**config.mk**
```make
export PLATFORM = sky130hd
export DESIGN_NAME = requant_pipe
export DESIGN_NICKNAME = d
export VERILOG_FILES = /design/src/rtl/requant_pkg.sv /design/src/rtl/requant_lane.sv /design/src/rtl/requant_pipe.sv
export SDC_FILE = /design/constraint.sdc
export NUM_CORES = 2
export LEC_CHECK = 0
export ABC_AREA = 0
export BUFFER_PORTS_ARGS = -buffer_cell sky130_fd_sc_hd__buf_2
export CAP_MARGIN = 5
export CORE_ASPECT_RATIO = 0.75
export CORE_MARGIN = 2
export CORE_UTILIZATION = 45
export DETAILED_ROUTE_END_ITERATION = 8
export SETUP_SLACK_MARGIN = 0.02
export SLEW_MARGIN = 20
export SYNTH_ARGS = -nofsm -noshare
export SYNTH_HDL_FRONTEND = slang
export SYNTH_HIERARCHICAL = 1
export SYNTH_SLANG_ARGS = --single-unit
```
**constraint.sdc**
```tcl
create_clock -name clk -period 5.2 [get_ports clk]
set_input_delay 0.52 -clock clk [delete_from_list [all_inputs] [get_ports clk]]
set_output_delay 0.52 -clock clk [all_outputs]
set_load 0.05 [all_outputs]
```
**src/rtl/requant_pkg.sv**
```systemverilog
// Shared types and helpers for the requantisation pipeline: cfg record,
// overflow policy and signed output range bounds.
package requant_pkg;

  localparam int unsigned CFG_MULT_W  = 8;
  localparam int unsigned CFG_SHIFT_W = 5;

  typedef enum logic {
    POL_ZERO = 1'b0,
    POL_SAT  = 1'b1
  } pol_e;

  typedef struct packed {
    logic [CFG_MULT_W-1:0]  mult;
    logic [CFG_SHIFT_W-1:0] shift;
    pol_e                   sat;
  } cfg_t;

  function automatic int qmax(input int unsigned w);
    return (1 <<< (w - 1)) - 1;
  endfunction

  function automatic int qmin(input int unsigned w);
    return -(1 <<< (w - 1));
  endfunction

endpackage

```
**src/rtl/requant_lane.sv**
```systemverilog
// One lane of the requantiser: S1 multiply, S2 rounding shift, S3 zero-point
// add, range check and clip. Stage loads are driven by requant_pipe.
module requant_lane
  import requant_pkg::*;
#(
  parameter int unsigned IN_W    = 18,
  parameter int unsigned OUT_W   = 8,
  parameter int unsigned MULT_W  = 8,
  parameter int unsigned SHIFT_W = 5
) (
  input  logic                      clk,
  input  logic                      rst,
  input  logic                      ld1_i,
  input  logic                      ld2_i,
  input  logic                      ld3_i,
  input  logic signed [IN_W-1:0]    in_lane_i,
  input  logic        [MULT_W-1:0]  mult_i,
  input  logic        [SHIFT_W-1:0] shift_s1_i,
  input  pol_e                      pol_s2_i,
  input  logic signed [OUT_W-1:0]   zp_s2_i,
  output logic        [OUT_W-1:0]   out_o,
  output logic                      ovf_o
);

  localparam int unsigned PW = IN_W + MULT_W + 1;
  localparam int unsigned RW = PW + 1;
  localparam int unsigned VW = RW + 1;

  logic signed [PW-1:0] prod_d, prod_q;
  logic signed [RW-1:0] rnd, sum, shr_d, shr_q;
  logic signed [VW-1:0] val;
  logic                 ovf_hi, ovf_lo;
  logic [OUT_W-1:0]     out_d, out_q;
  logic                 ovf_d, ovf_q;

  always_comb begin
    prod_d = PW'(in_lane_i) * PW'($signed({1'b0, mult_i}));

    // Adding half an LSB before the arithmetic shift rounds half toward +inf.
    rnd = '0;
    if (shift_s1_i != '0) rnd = RW'(1) << (shift_s1_i - SHIFT_W'(1));
    sum   = RW'(prod_q) + rnd;
    shr_d = sum >>> shift_s1_i;

    val    = VW'(shr_q) + VW'(zp_s2_i);
    ovf_hi = val > VW'(qmax(OUT_W));
    ovf_lo = val < VW'(qmin(OUT_W));
    ovf_d  = ovf_hi | ovf_lo;
    out_d  = val[OUT_W-1:0];
    if (ovf_hi) out_d = (pol_s2_i == POL_SAT) ? OUT_W'(qmax(OUT_W)) : '0;
    else if (ovf_lo) out_d = (pol_s2_i == POL_SAT) ? OUT_W'(qmin(OUT_W)) : '0;
  end

  always_ff @(posedge clk) begin
    if (rst) begin
      prod_q <= '0;
      shr_q  <= '0;
      out_q  <= '0;
      ovf_q  <= 1'b0;
    end else begin
      if (ld1_i) prod_q <= prod_d;
      if (ld2_i) shr_q  <= shr_d;
      if (ld3_i) begin
        out_q <= out_d;
        ovf_q <= ovf_d;
      end
    end
  end

  assign out_o = out_q;
  assign ovf_o = ovf_q;

endmodule

```
**src/rtl/requant_pipe.sv**
```systemverilog
// Three-stage valid/ready requantiser over NUM_CH lanes with overflow counter.
// Optional zero-point offset enabled by `define REQUANT_ZERO_POINT_EN.
module requant_pipe
  import requant_pkg::*;
#(
  parameter int unsigned NUM_CH  = 4,
  parameter int unsigned IN_W    = 18,
  parameter int unsigned OUT_W   = 8,
  parameter int unsigned MULT_W  = CFG_MULT_W,
  parameter int unsigned SHIFT_W = CFG_SHIFT_W,
  parameter int unsigned CNT_W   = 16
) (
  input  logic                    clk,
  input  logic                    rst,
  input  logic                    cfg_we,
  input  logic [MULT_W-1:0]       cfg_mult,
  input  logic [SHIFT_W-1:0]      cfg_shift,
  input  logic                    cfg_sat,
`ifdef REQUANT_ZERO_POINT_EN
  input  logic signed [OUT_W-1:0] cfg_zp,
`endif
  input  logic                    in_valid,
  output logic                    in_ready,
  input  logic [NUM_CH*IN_W-1:0]  in_data,
  output logic                    out_valid,
  input  logic                    out_ready,
  output logic [NUM_CH*OUT_W-1:0] out_data,
  output logic [NUM_CH-1:0]       out_ovf,
  output logic [CNT_W-1:0]        ovf_cnt,
  input  logic                    cnt_clr
);

  cfg_t                     cfg_q;
  logic                     v1_q, v2_q, v3_q;
  logic                     en1, en2, en3, ld1, ld2, ld3;
  logic [SHIFT_W-1:0]       shift1_q;
  pol_e                     pol1_q, pol2_q;
  logic signed [OUT_W-1:0]  zp_cur, zp1_q, zp2_q;
  logic [CNT_W-1:0]         cnt_q, cnt_d;
  logic [CNT_W:0]           cnt_sum;

  // Each stage may load when it is empty or the stage after it moves, so
  // bubbles collapse and in_ready drops only once all three slots are full.
  assign en3      = out_ready || !v3_q;
  assign en2      = en3 || !v2_q;
  assign en1      = en2 || !v1_q;
  assign in_ready = en1;
  assign ld1      = in_valid && en1;
  assign ld2      = v1_q && en2;
  assign ld3      = v2_q && en3;

  always_ff @(posedge clk) begin
    if (rst) begin
      cfg_q    <= '{mult: CFG_MULT_W'(1), shift: '0, sat: POL_ZERO};
      v1_q     <= 1'b0;
      v2_q     <= 1'b0;
      v3_q     <= 1'b0;
      shift1_q <= '0;
      pol1_q   <= POL_ZERO;
      pol2_q   <= POL_ZERO;
      zp1_q    <= '0;
      zp2_q    <= '0;
    end else begin
      if (cfg_we) begin
        cfg_q.mult  <= CFG_MULT_W'(cfg_mult);
        cfg_q.shift <= CFG_SHIFT_W'(cfg_shift);
        cfg_q.sat   <= pol_e'(cfg_sat);
      end
      if (en1) v1_q <= in_valid;
      if (en2) v2_q <= v1_q;
      if (en3) v3_q <= v2_q;
      if (ld1) begin
        shift1_q <= SHIFT_W'(cfg_q.shift);
        pol1_q   <= cfg_q.sat;
        zp1_q    <= zp_cur;
      end
      if (ld2) begin
        pol2_q <= pol1_q;
        zp2_q  <= zp1_q;
      end
    end
  end

`ifdef REQUANT_ZERO_POINT_EN
  logic signed [OUT_W-1:0] zp_q;
  always_ff @(posedge clk) begin
    if (rst) zp_q <= '0;
    else if (cfg_we) zp_q <= cfg_zp;
  end
  assign zp_cur = zp_q;
`else
  assign zp_cur = '0;
`endif

  for (genvar g = 0; g < NUM_CH; g++) begin : g_lane
    requant_lane #(
      .IN_W   (IN_W),
      .OUT_W  (OUT_W),
      .MULT_W (MULT_W),
      .SHIFT_W(SHIFT_W)
    ) u_lane (
      .clk       (clk),
      .rst       (rst),
      .ld1_i     (ld1),
      .ld2_i     (ld2),
      .ld3_i     (ld3),
      .in_lane_i (in_data[g*IN_W +: IN_W]),
      .mult_i    (MULT_W'(cfg_q.mult)),
      .shift_s1_i(shift1_q),
      .pol_s2_i  (pol2_q),
      .zp_s2_i   (zp2_q),
      .out_o     (out_data[g*OUT_W +: OUT_W]),
      .ovf_o     (out_ovf[g])
    );
  end

  always_comb begin
    cnt_sum = {1'b0, cnt_q};
    for (int unsigned i = 0; i < NUM_CH; i++) cnt_sum = cnt_sum + (CNT_W + 1)'(out_ovf[i]);
    cnt_d = cnt_q;
    if (cnt_clr) cnt_d = '0;
    else if (out_valid && out_ready) cnt_d = cnt_sum[CNT_W] ? '1 : cnt_sum[CNT_W-1:0];
  end

  always_ff @(posedge clk) begin
    if (rst) cnt_q <= '0;
    else     cnt_q <= cnt_d;
  end

  assign out_valid = v3_q;
  assign ovf_cnt   = cnt_q;

endmodule

```
# Word-level counts from Yosys, hierarchy flattened
# Cells that the tools add are included.
classes:
  add_sub_neg: 9
  mul: 4
  div_mod_pow: 0
  magnitude_cmp: 8
  n_eq_ne: 0
  shifts: 5
  mux: 12
  n_bitwise: 4
  reduce_logical: 12
ops:
  columns: ["cell", "n"]
  rows:
  - ["27-bit by 28-bit adder with 28-bit output", 4]
  - ["28-bit by 8-bit greater-than comparator with 1-bit output (second input constant)", 4]
  - ["28-bit by 8-bit < comparator with 1-bit output (second input constant)", 4]
  - ["28-bit by 5-bit >>> shifter with 28-bit output", 4]
  - ["18-bit by 9-bit multiplier with 27-bit output", 4]
  - ["8-bit 2-to-1 mux", 9]
  - ["17-bit by 1-bit adder with 17-bit output", 3]
  - ["28-bit 2-to-1 mux", 1]
  - ["1-bit by 5-bit left shift with 28-bit output (first input constant)", 1]
  - ["16-bit by 1-bit adder with 17-bit output", 1]
  - ["16-bit 2-to-1 mux", 1]
  - ["7-bit 2-to-1 mux", 1]
  - ["5-bit nonzero test", 1]
  - ["5-bit by 1-bit subtractor with 5-bit output (second input constant)", 1]
  - ["1-bit logical AND", 4]
  - ["1-bit bitwise OR", 4]
  - ["1-bit logical NOT", 3]
  - ["1-bit logical OR", 3]
  - ["2-bit OR reduction", 1]
totals:
  reg_bits: 296
  latch_bits: 0
  ramBits: 0
  mem_bits_ro: 0
  input_bits: 92
  out_inout_bits: 54
  wordCells: 80
  n_memories: 0

# Depth between registers and ports, before layout
depth:
  depth_word: 5
  ltp_mapped: 24
  ltp_nobuf: 22

# Cells and area by module
# Netlist, hierarchy kept.
by_module_without_submodules:
  columns: ["mod", "n_inst", "cells_each", "area_per_inst_um2", "seq_area_each_um2"]
  rows:
  - ["requant_lane (g_lane[1].u_lane)", 1, 1623, 12758.5, 1281.2]
  - ["requant_lane (g_lane[0].u_lane)", 1, 1641, 12622.1, 1281.2]
  - ["requant_lane (g_lane[2].u_lane)", 1, 1607, 12585.8, 1281.2]
  - ["requant_lane (g_lane[3].u_lane)", 1, 1580, 12449.4, 1281.2]
  - ["requant_pipe", 1, 192, 1800.5, 800.8]

# Worst setup path after synthesis
# OpenSTA, ideal clock, no wires.
synth_timing:
  path_kind: "register to register"
  from: "register cfg_q[11] (netlist name)"
  to: "register g_lane[0].u_lane.prod_q[26]"
  setup_ps: 128
  arrival_time_ps: 5262
  t_required_ps: 5072
  path_slack_ps: -189
  path_stages_with_launch: 21
  path_buffers: 1
  period_less_slack_ps: 5389
  cell_sequence: "dfxtp_1 clkbuf_1 nand2_1 fa_1 inv_1 fa_1 fa_1 inv_1 fa_1 inv_1 ha_1 a21o_1 a21o_1 a21o_1 or3_1 a311oi_1 o41a_1 o21ai_0 xnor2_1 mux2i_1 nor2_1"
synth_between:
  elab_chain_cells: 1
synth_lines:
  columns: ["element", "line", "text"]
  rows:
  - ["from (decl)", "requant_pipe.sv:33", "cfg_t cfg_q;"]
  - ["from (signal assigned)", "requant_pipe.sv:54", "cfg_q <= '{mult: CFG_MULT_W'(1), shift: '0, sat: POL_ZERO};"]
  - ["18-bit by 9-bit multiplier with 27-bit output", "requant_lane.sv:37", "prod_d = PW'(in_lane_i) * PW'($signed({1'b0, mult_i}));"]
  - ["to (signal assigned)", "requant_lane.sv:61", "if (ld1_i) prod_q <= prod_d;"]
  - ["to (decl)", "requant_lane.sv:29", "logic signed [PW-1:0] prod_d, prod_q;"]
# No other way between the ends.
# A chain may end at the register's enable or synchronous reset.

# Final worst setup path
layout_timing:
  from: "register cfg_q[6] (netlist name)"
  to: "register g_lane[0].u_lane.prod_q[26]"
# Same word-level chain as after synthesis.

==> metrics.cfg <==
[final_layout]
drive_above_1_share_pct=13.5
syn_to_final_growth_pct=14.0
postLayoutCellArea_sq_um=59500
final_cells=8582
nets=8010
fillers=11279

[timing]
period_needed_ns=5.14
fin_ws_ns=0.0576
period_share_pct=98.9
max_freq_ghz=0.194
hold_viol_final=0
slew_violations=0
rsz0062_at_grt=yes
fin_skew_ns=0.0360
slew_headroom_pct=32.8
setup_violations=0
tightest_slew_ns=0.999

[detailed_routing]
wl_per_cell_um=18.6
drt_wl_total_um=160000
antenna_left=0
drt-initial-drc-count=4433
via_per_inst=5.67
remaining_drc_errors=0
vias=48685
firstDrtPassIters=7

[worst_setup_path]
arrival_ns=5.60
crit_top_cell=fa_1
crit_fanout=6
crit_buf_inv=5
end_kind=register
critPathRequiredTime_ns=5.66
crit_chain=buf_12 > nand2_2 > buf_4 > fa_1 > inv_1 > fa_1 > fa_1 > inv_2 > fa_1 > inv_1 > ha_2 > a21o_1 > a21o_1 > a21o_1 > or3_1 > a311oi_2 > o41a_1 > o21ai_1 > xnor2_1 > mux2i_1 > nor2_1
reg2reg_to=g_lane[0].u_lane/prod_q[26]$_SDFFE_PP0P_
critPathTopFamily=adder cells
r2r_slack_ns=0.06
critPathKind=reg2reg
cp-start-kind=register
r2r-start=cfg_q[6]$_SDFFE_PP1P_
rr_worst_depth=21
cpMaxStageDelayCell=fa_1
max_stage_delay_ns=0.54

[outcome]
outcome=complete, no violations

[clock_network]
ctsLongestPathBuffers=3
cts_tree=built
clk_latency_ns=0.61
hold_buffers=0
clockRootBuffer=clkbuf_16
cts_sinks=296
htree_num_levels=2
cts_buffers=38
clkTransAtPathRegs_ns=0.06

[placed_design]
place_inst=8447
dp_hpwl_um=124000
place_congestion=0.940
place.port_buffers=145
pre_cts_ws_ns=-0.204
placed_area_sq_um=56700

[synth]
synthTopCellsByArea=fa_1 18%, dfxtp_1 11%, ha_1 10%, inv_1 5.4%, nand2_1 4.6%
syn_inst=6643
syn_area_per_cell_sq_um=7.86
synth_top_area_share_pct=17.9
synth_edf_count=0
synth_simple_gate_area_share_pct=20.6
synth_top_family_by_area=adder cells
synthAdderAreaFrac_pct=28.4
postSynth.asyncResetShare_pct=0
synth_xor_area_share_pct=4.67
ys_seq_elements=296
syn_area_sq_um=52200
ys_types=137
synth_ff_type=dfxtp_1
yosys.area.top_type=fa_1
yosysWarnings=6
synthMuxAreaShare_pct=5.89
synth_compound_area_share_pct=21.1
ys_seq_area_share_pct=11.3

[power]
ir_worst_vdd_mv=0.228
p_int_uw=8880
total_power_uw=16700
combPwrFrac_pct=65.5
p_seq_share_pct=18.0
p_per_area_nw_per_um2=280
p_leak_uw=0.0287
swShare_pct=46.7
switching_power_uw=7770
p_clk_share_pct=16.5

[global_route]
grt-ovfl-total=0
grt_pass1_vias=45266
grt_pass1_wl_um=248000
grtUsageTotal_pct=25.3
grt_max_degree=98
antenna_found_initial=1

[floorplan]
core_sq_um=115000
die_h_um=299
num_rows=108
io_pins=146
dieArea_sq_um=119000
initial_core_util_pct=45.2
fp.dieW_um=397

[worst_hold_path]
whs_path_depth=2
worstHoldPathType=in2reg
hold_start=cfg_mult[0]
whs_endpoint=cfg_q[6]$_SDFFE_PP1P_

[job]
drv_cap=0

## synth_stat cells, drive strengths merged (33+ instances only)
master	n
inv	761
nand2	644
nor2	604
fa	467
ha	437
a21oi	399
and2	356
o21ai	297
dfxtp	296
clkbuf	243
mux2i	202
xnor2	177
nand3	137
a21o	135
a211oi	122
nor3	107
xor2	98
o211ai	82
a31oi	73
buf	73
nand2b	67
nand4	56
and3	50
o21bai	44
o21a	41
or3	39
mux2	38
nor2b	34
o22ai	33
## routing by layer
layer / vias up / global-route usage [%] / wire (um)
li1: 23620 / - / -
met3: 143 / 3.73 / 12700
met4: 0 / 4.12 / 2760
met5: - / 0 / 0
met2: 1637 / 33.4 / 60100
met1: 23285 / 42.5 / 83900
## cells by family after synthesis
kind of cell / after synthesis
AOI/OAI and AO/OA: 1600
buffers and inverters: 1081
and+or+nand+nor: 2218
DFF: 296
other: 1
adders and majority gates: 904
muxes: 267
xor gates and xnor gates: 276
## sequential cells by signal, summed over array words and instances, names as in the netlist, 4 cells and up
register	cells
g_lane.u_lane/shr_q	112
g_lane.u_lane/prod_q	108
g_lane.u_lane/out_o	32
ovf_cnt	16
cfg_q	14
shift1_q	5
g_lane.u_lane/ovf_o	4
## final cells by class
class	instances	area [sq um]	area share, %
antenna	2	5.00	0.00841
multi-input combinational	5381	43200	72.5
inverter	764	2870	4.83
timing repair buffer	533	4320	7.25
sequential	296	5970	10.0
clock inverter	17	229	0.385
tap	1540	1930	3.24
clock buffer	49	1020	1.72
## power groups by stage
stage          logic [uW]  clock network, uW  registers [uW]
2_1_floorplan        7340                  0            2920
3_3_place_gp         9980                  0            3030
3_5_place_dp        10100                  0            3030
4_1_cts             10200               2850            2990
5_1_grt             12200               2910            3040
6_report            10900               2750            3000
## timing repair
item / CTS / global route
setup buffers: 3 / 49
resized for setup: 16 / 180
pin swaps: 5 / 109
cloned: 1 / 15
endpoints found under the setup margin: 19 / 51
## how the worst max path moves through the flow
| stage | start | endpoint | slack [ns] | cells past startpoint |
|---|---|---|---|---|
| floorplan | cfg_q[8]$_SDFFE_PP0P_ | g_lane[0].u_lane/prod_q[26]$_SDFFE_PP0P_ | -0.03 | 21 |
| global placement | cfg_q[10]$_SDFFE_PP0P_ | g_lane[1].u_lane/prod_q[24]$_SDFFE_PP0P_ | -0.08 | 21 |
| detailed placement | cfg_q[10]$_SDFFE_PP0P_ | g_lane[1].u_lane/prod_q[26]$_SDFFE_PP0P_ | -0.20 | 20 |
| CTS | cfg_q[6]$_SDFFE_PP1P_ | g_lane[3].u_lane/prod_q[25]$_SDFFE_PP0P_ | 0.02 | 21 |
| global route | cfg_q[7]$_SDFFE_PP0P_ | g_lane[0].u_lane/prod_q[24]$_SDFFE_PP0P_ | -0.15 | 19 |
| finish | cfg_q[6]$_SDFFE_PP1P_ | g_lane[0].u_lane/prod_q[26]$_SDFFE_PP0P_ | 0.06 | 21 |
## per-stage QoR
stage	hold WS, ns	TNS [ns]	utilization, %
global placement	0.435	-0.240	49.1
finish	0.132	0	51.6
floorplan	0.420	-0.0302	-
detailed placement	0.436	-0.976	49.1
global route	0.131	-0.805	51.6
CTS	0.0982	0	50.3
## placed cells by master (no fill, tap or decap), drive strengths merged, types with 50 or more instances in the layout
cell type	synthesis	final
nand4	56	56
nand3	137	137
fa	467	467
o21ai	297	297
xnor2	177	177
clkbuf	243	64
inv	761	767
a31oi	73	73
a211oi	122	122
buf	73	518
dfxtp	296	296
a21oi	399	399
a21o	135	135
conb	1	116
o211ai	82	82
and2	356	356
nor3	107	107
nor2	604	604
nand2	644	644
nand2b	67	67
xor2	98	98
mux2i	202	202
and3	50	50
ha	437	437
Note: power is estimated with default switching activity, not from simulation.
